**src/rtl/sha512_block_buf_pkg.sv**
```systemverilog
// Shared constants and helpers for the SHA512 block assembly path.
// Block geometry, slot count and occupancy arithmetic live here.
package sha512_block_buf_pkg;
    localparam int SHA512_BLK_WORDS = 16;
    localparam int SHA512_WORD_W    = 64;
    localparam int SHA512_SLOTS     = 2;
    localparam int PROCB_TOTAL_MSB  = 127;
    localparam int IDX_W            = $clog2(SHA512_BLK_WORDS);
    localparam int ADDR_W           = $clog2(SHA512_SLOTS * SHA512_BLK_WORDS);
    localparam int FREE_W           = ADDR_W + 1;

    // Free word capacity: empty slots times block size, minus the partial block.
    function automatic logic [FREE_W-1:0] free_words(input logic [1:0] nfull,
                                                     input logic [IDX_W-1:0] cnt);
        logic [FREE_W-1:0] cap;
        cap = {{(FREE_W-2){1'b0}}, 2'd2 - nfull} << IDX_W;
        return cap - {{(FREE_W-IDX_W){1'b0}}, cnt};
    endfunction
endpackage

```
**src/rtl/sha512_block_ram.sv**
```systemverilog
// Simple dual-port RAM for the two block slots: one write port and a
// registered read port; storage itself is never reset.
module sha512_block_ram
    import sha512_block_buf_pkg::*;
(
    input  logic                     CLK,
    input  logic                     rst_n,
    input  logic                     we_i,
    input  logic [ADDR_W-1:0]        waddr_i,
    input  logic [SHA512_WORD_W-1:0] wdata_i,
    input  logic                     re_i,
    input  logic [ADDR_W-1:0]        raddr_i,
    output logic [SHA512_WORD_W-1:0] rdata_o
);
    localparam int DEPTH = SHA512_SLOTS * SHA512_BLK_WORDS;

    logic [SHA512_WORD_W-1:0] mem [DEPTH];
    logic [SHA512_WORD_W-1:0] rdata_q;

    always_ff @(posedge CLK) begin
        if (we_i)
            mem[waddr_i] <= wdata_i;
    end

    always_ff @(posedge CLK or negedge rst_n) begin
        if (!rst_n)
            rdata_q <= '0;
        else if (re_i)
            rdata_q <= mem[raddr_i];
    end

    assign rdata_o = rdata_q;
endmodule

```
**src/rtl/sha512_block_buf.sv**
```systemverilog
// Double-buffered 1024-bit block assembler feeding the SHA512 core.
// Collects 64-bit words into 16-word blocks held in two slots until released.
module sha512_block_buf
    import sha512_block_buf_pkg::*;
#(
    parameter int AFULL_WORDS = 4
) (
    input  logic                     CLK,
    input  logic                     rst_n,
    input  logic [SHA512_WORD_W-1:0] din,
    input  logic                     din_valid,
    input  logic                     din_last,
    output logic                     afull,
    output logic                     err,
    output logic                     blk_avail,
    output logic                     blk_last,
    input  logic [IDX_W-1:0]         rd_addr,
    input  logic                     rd_en,
    output logic [SHA512_WORD_W-1:0] dout,
    input  logic                     blk_done
);
    logic             wr_slot_q, wr_slot_d;
    logic             rd_slot_q, rd_slot_d;
    logic [IDX_W-1:0] wr_cnt_q, wr_cnt_d;
    logic [1:0]       slot_full_q, slot_full_d;
    logic [1:0]       slot_last_q, slot_last_d;
    logic             err_q, err_d;
    logic             afull_q, afull_d;

    logic              wr_blocked, wr_accept, wr_wrap, release_blk;
    logic [1:0]        nfull_d;
    logic [FREE_W-1:0] free_d;

    always_comb begin
        wr_blocked  = slot_full_q[wr_slot_q];
        wr_accept   = din_valid & ~wr_blocked;
        wr_wrap     = wr_accept & (wr_cnt_q == IDX_W'(SHA512_BLK_WORDS - 1));
        release_blk = blk_done & slot_full_q[rd_slot_q];

        wr_slot_d   = wr_slot_q;
        rd_slot_d   = rd_slot_q;
        wr_cnt_d    = wr_cnt_q;
        slot_full_d = slot_full_q;
        slot_last_d = slot_last_q;

        // Release first, then fill: the write already saw the pre-release state.
        if (release_blk) begin
            slot_full_d[rd_slot_q] = 1'b0;
            slot_last_d[rd_slot_q] = 1'b0;
            rd_slot_d              = ~rd_slot_q;
        end
        if (wr_accept) begin
            wr_cnt_d = wr_cnt_q + 1'b1;
            if (wr_wrap) begin
                slot_full_d[wr_slot_q] = 1'b1;
                slot_last_d[wr_slot_q] = din_last;
                wr_slot_d              = ~wr_slot_q;
            end
        end

        err_d   = err_q | (din_valid & wr_blocked) | (wr_accept & din_last & ~wr_wrap);
        nfull_d = {1'b0, slot_full_d[0]} + {1'b0, slot_full_d[1]};
        free_d  = free_words(nfull_d, wr_cnt_d);
        afull_d = (free_d <= FREE_W'(AFULL_WORDS));
    end

    always_ff @(posedge CLK or negedge rst_n) begin
        if (!rst_n) begin
            wr_slot_q   <= 1'b0;
            rd_slot_q   <= 1'b0;
            wr_cnt_q    <= '0;
            slot_full_q <= '0;
            slot_last_q <= '0;
            err_q       <= 1'b0;
            afull_q     <= 1'b0;
        end else begin
            wr_slot_q   <= wr_slot_d;
            rd_slot_q   <= rd_slot_d;
            wr_cnt_q    <= wr_cnt_d;
            slot_full_q <= slot_full_d;
            slot_last_q <= slot_last_d;
            err_q       <= err_d;
            afull_q     <= afull_d;
        end
    end

    sha512_block_ram u_ram (
        .CLK     (CLK),
        .rst_n   (rst_n),
        .we_i    (wr_accept),
        .waddr_i ({wr_slot_q, wr_cnt_q}),
        .wdata_i (din),
        .re_i    (rd_en),
        .raddr_i ({rd_slot_q, rd_addr}),
        .rdata_o (dout)
    );

    assign afull     = afull_q;
    assign err       = err_q;
    assign blk_avail = slot_full_q[rd_slot_q];
    assign blk_last  = slot_last_q[rd_slot_q];
endmodule

```
**config.mk**
```make
export PLATFORM = sky130hd
export DESIGN_NAME = sha512_block_buf
export DESIGN_NICKNAME = d
export VERILOG_FILES = /design/src/rtl/sha512_block_buf_pkg.sv /design/src/rtl/sha512_block_ram.sv /design/src/rtl/sha512_block_buf.sv
export SDC_FILE = /design/constraint.sdc
export NUM_CORES = 2
export LEC_CHECK = 0
export BUFFER_PORTS_ARGS = -buffer_cell sky130_fd_sc_hd__buf_2
export CAP_MARGIN = 25
export CORE_MARGIN = 5
export CORE_UTILIZATION = 55
export CTS_BUF_LIST = sky130_fd_sc_hd__clkbuf_4 sky130_fd_sc_hd__clkbuf_8 sky130_fd_sc_hd__clkbuf_16
export DETAILED_ROUTE_END_ITERATION = 10
export MAX_ROUTING_LAYER = met4
export PLACE_DENSITY = 0.71
export REMOVE_ABC_BUFFERS = 1
export SETUP_SLACK_MARGIN = 0.2
export SYNTH_ARGS = -nofsm -noshare
export SYNTH_HDL_FRONTEND = slang
export SYNTH_SLANG_ARGS = --single-unit
```
**constraint.sdc**
```tcl
create_clock -name CLK -period 6.3 [get_ports CLK]
set_input_delay 0.945 -clock CLK [delete_from_list [all_inputs] [get_ports CLK]]
set_output_delay 0.945 -clock CLK [all_outputs]
set_load 0.02 [all_outputs]
```
==> results by stage <==
Placed design:
- Detailed placement ended at an HPWL of 101.5 mm.
- The routability congestion estimate is 0.7653.
- The count of input and output buffers is 141.

Worst setup path:
- The startpoint class of the critical path is a register.
- STA classifies the critical path endpoint as a register.
- Across all register-to-register paths, the minimum setup slack is 2.57 ns.
- Counting cells, the worst reg-to-reg path comes to 5.
- The data arrival time of the critical path is 4.18 ns.
- The kind of critical path is reg2reg.
- STA puts the critical path data required time at 6.75 ns.
- The worst register-to-register path ends at u_ram.mem[25][8]$_DFFE_PP_.
- The startpoint of the worst-slack reg-to-reg timing path is wr_slot_q$_DFFE_PN0P_.
- The biggest fanout along the worst timing path is 28.

Floorplanning:
- The standard cell core area is 145400 sq um.
- The die boundary height is 392.1 microns.
- The die is 392.1 microns wide.
- The number of rows in the core area is 140.
- For this configuration, the core starts out at a cell density of 55.24%.
- The number of primary I/O pins is 142.
- The die area is 153800 sq um.

Cells and area:
- For this run, the post-layout net count is 3865.
- The signed area change from the synthesized netlist to the final layout is 12.73%.
- Of the cells placed in the final design, the portion with a size suffix greater than 1 is 28.58%.

Clock tree:
- The count of instances resized after the clock tree is built is 0.
- Clock-pin slew was measured on the worst setup and hold paths at 0.06 ns.
- The maximum count of clock buffers along a single path is 3.
- The clock tree root driver cell is sky130_fd_sc_hd__clkbuf_16.
- In this run the number of H-tree levels came out at 4.
- The setup fix buffers added after clock tree synthesis is 0.
- The number of clock buffers added by TritonCTS is 202.
- At the later pin of the worst-skew pair, clock insertion delay measures 0.82 ns.
- The clock tree from TritonCTS is done.
- For this design, the sink count on the clock tree is 2124.
- After clock tree synthesis, the flow added hold-fix buffers numbering 0.

Global route:
- Global routing used 26.80% of the available tracks.
- The initial antenna violation count is 16.
- Entering global routing, the biggest net connects 110 pins.
- The overall overflow remaining after global route is 0.
- The first global-routing pass estimated 282.9 mm of wire.
- The number of global-route vias before repair is 39730.

Logic synthesis:
- The warning count from the yosys run is 0.
- The number of flops mapped to enable cells by yosys is 2048.
- The share of synthesized flip-flops with an asynchronous set or reset is 3.578%.
- The synthesized netlist occupies a cell area of 80310 sq um.
- After synthesis, the cell types taking the most area are sky130_fd_sc_hd__edfxtp_1 (77%), sky130_fd_sc_hd__mux4_2 (13%), sky130_fd_sc_hd__dfrtp_1 (2.4%), sky130_fd_sc_hd__a22oi_1 (1.3%), sky130_fd_sc_hd__mux2i_1 (1.3%).
- After synthesis, the mean cell area works out to 22.64 sq um.
- In this run, distinct cell masters in the synthesized netlist total 49.
- The share of synthesized area occupied by flip-flops and latches is 78.95%.
- The largest total area in the synthesized netlist belongs to sky130_fd_sc_hd__edfxtp_1.
- The synthesized netlist cell count is 3547.
- The dominant synthesized flop cell is sky130_fd_sc_hd__edfxtp_1.
- In the synthesized netlist, the cells that appear most often are sky130_fd_sc_hd__edfxtp_1 (2048), sky130_fd_sc_hd__mux4_2 (476), sky130_fd_sc_hd__a22oi_1 (143).
- The flop and latch count out of synthesis is 2124.
- The most used standard cell by instance count after synthesis is sky130_fd_sc_hd__edfxtp_1.
- The top cell type by area accounts for 76.58% of the synthesized area.

Pwr:
- The standby leakage power is 28.67 nW.
- Across the VDD grid, the largest voltage drop is 233.0 uV.
- The power density of the placed cells is 346.7 nW/um^2.
- The completed layout was analyzed and its total power is 0.03139 W.

Drt:
- The total number of vias is 39240.
- The number of iterations in the first detailed-routing pass is 6.
- The remaining antenna violation count after routing is 0.
- The DRC violations left is 0.
- The detail-routed via count per cell is 6.667.
- The routed length per instance is 33.44 microns.
- The total wire length after detailed routing is 196.8 mm.
- The initial detailed-routing violation count is 4918.

STA:
- The number of slew-limit violations in the final report is 0.
- At the pin with the least slew margin, the transition time is 1.073 ns.
- The setup TNS is 0 ns.
- Of the available clock period, the critical path in the final layout requires 59.28%.
- The clock arrives with 0.02578 ns of skew.
- The routed design could run at a clock period as short as 3.735 ns.
- The hold violation total from the final report is 0.
- Setup repair after global routing left no endpoint under its margin.
- The number of failing setup endpoints in the final timing report is 0.
- Timing would allow up to 0.2678 GHz.
- In this run the tightest slew margin relative to its limit is 28.29%.

Status:
- The flow ran to the end, and the final reports show no timing, DRC or antenna violations.

Min path:
- The kind of path behind the tightest hold check is in2async.

Flow run:
- Max-cap violations in this run came to 0.
[kinds of logic (layout without fill, tap and decap cells)]
| group | count (synthesis) | after routing | synth area share (%) |
|---|---|---|---|
| AOI/OAI and AO/OA | 391 | 391 | 3.421 |
| xor gates and xnor gates | 3 | 3 | 0.03272 |
| adders and majority gates | 5 | 5 | 0.07790 |
| buffers and inverters | 214 | 625 | 1.438 |
| DFF | 2124 | 2124 | 78.95 |
| muxes | 593 | 593 | 14.83 |
| other | 0 | 11 | 0 |
| and+or+nand+nor | 217 | 217 | 1.253 |
[final cells by class]
type                       instances  area (sq um)
clock inverter                    74         641.9
sequential                      2124         63400
multi-input combinational       1209         16040
tap                             1917          2399
timing repair buffer             243          1982
clock buffer                     302          6016
fill                            9630         54860
inverter                           6         25.02
antenna                           11         27.53
[sequential cells by signal, summed over array words and instances, names as in the netlist]
name           count
u_ram.rdata_o     64
err                1
u_ram.mem       2048
rd_slot_q          1
wr_slot_q          1
slot_full_q        2
wr_cnt_q           4
afull              1
slot_last_q        2
[layer usage]
metal	global-route usage, %	part of all wire (%)
met5	-	0
met2	40.38	48
met1	37.26	38
met4	7.363	2.6
met3	6.860	11
[report_power, final]
part	internal [W]	switching (W)	total, W
clock network	0.00688	0.00510	0.0120
logic	0.000864	0.00190	0.00276
registers	0.0163	0.000323	0.0166
total	0.0241	0.00732	0.0314
[metrics by stage]
step                      hold WS, ns  worst slack (ns)  std cells  utilization, %  cell area, sq um
final                          0.2787             2.565       5886           62.27             90530
after global routing           0.2704             2.386       5883           62.26             90530
after CTS                      0.2303             2.610       5873           62.22             90460
after detailed placement       0.4425             2.387       5497           57.64             83800
after global placement         0.4349             2.395       5490           57.53             83650
after floorplan                0.4983             1.223       3339               -             79170
[how the worst max path moves through the flow]
stage	slack, ns	cells past startpoint	startpoint	to
after CTS	2.61	5	wr_slot_q$_DFFE_PN0P_	u_ram.mem[25][61]$_DFFE_PP_
after detailed placement	2.39	7	rd_addr[2]	u_ram.rdata_o[10]$_DFFE_PN0P_
final	2.57	5	wr_slot_q$_DFFE_PN0P_	u_ram.mem[25][8]$_DFFE_PP_
after global placement	2.40	7	rd_addr[2]	u_ram.rdata_o[10]$_DFFE_PN0P_
after global routing	2.39	5	wr_slot_q$_DFFE_PN0P_	u_ram.mem[25][8]$_DFFE_PP_
after floorplan	1.22	6	din_valid	afull$_DFF_PN0_
[layout by cell type (no fill, tap or decap), drive strengths merged, types with 13 or more instances in the layout]
cell type | netlist | routed
nand2b | 26 | 26
a31oi | 16 | 16
clkbuf | 87 | 302
o22a | 24 | 24
nor2b | 13 | 13
o22ai | 24 | 24
a21oi | 31 | 31
mux2i | 106 | 106
a22oi | 143 | 143
a311oi | 25 | 25
edfxtp | 2048 | 2048
o21ai | 76 | 76
dfrtp | 76 | 76
nand3 | 42 | 42
mux4 | 476 | 476
inv | 6 | 19
nand2 | 40 | 40
buf | 121 | 243
clkinv | 0 | 55
nor2 | 84 | 84
o221ai | 24 | 24
[worst max-delay path, cell delays in order, from the launching register on]
cell and delay (ns):
sky130_fd_sc_hd__dfrtp_1 0.56, sky130_fd_sc_hd__mux2i_2 0.38, sky130_fd_sc_hd__and2_1 0.29, sky130_fd_sc_hd__nand2_1 0.49, sky130_fd_sc_hd__nor2_4 0.96, sky130_fd_sc_hd__buf_4 0.63
(Power assumes the default switching activity.)
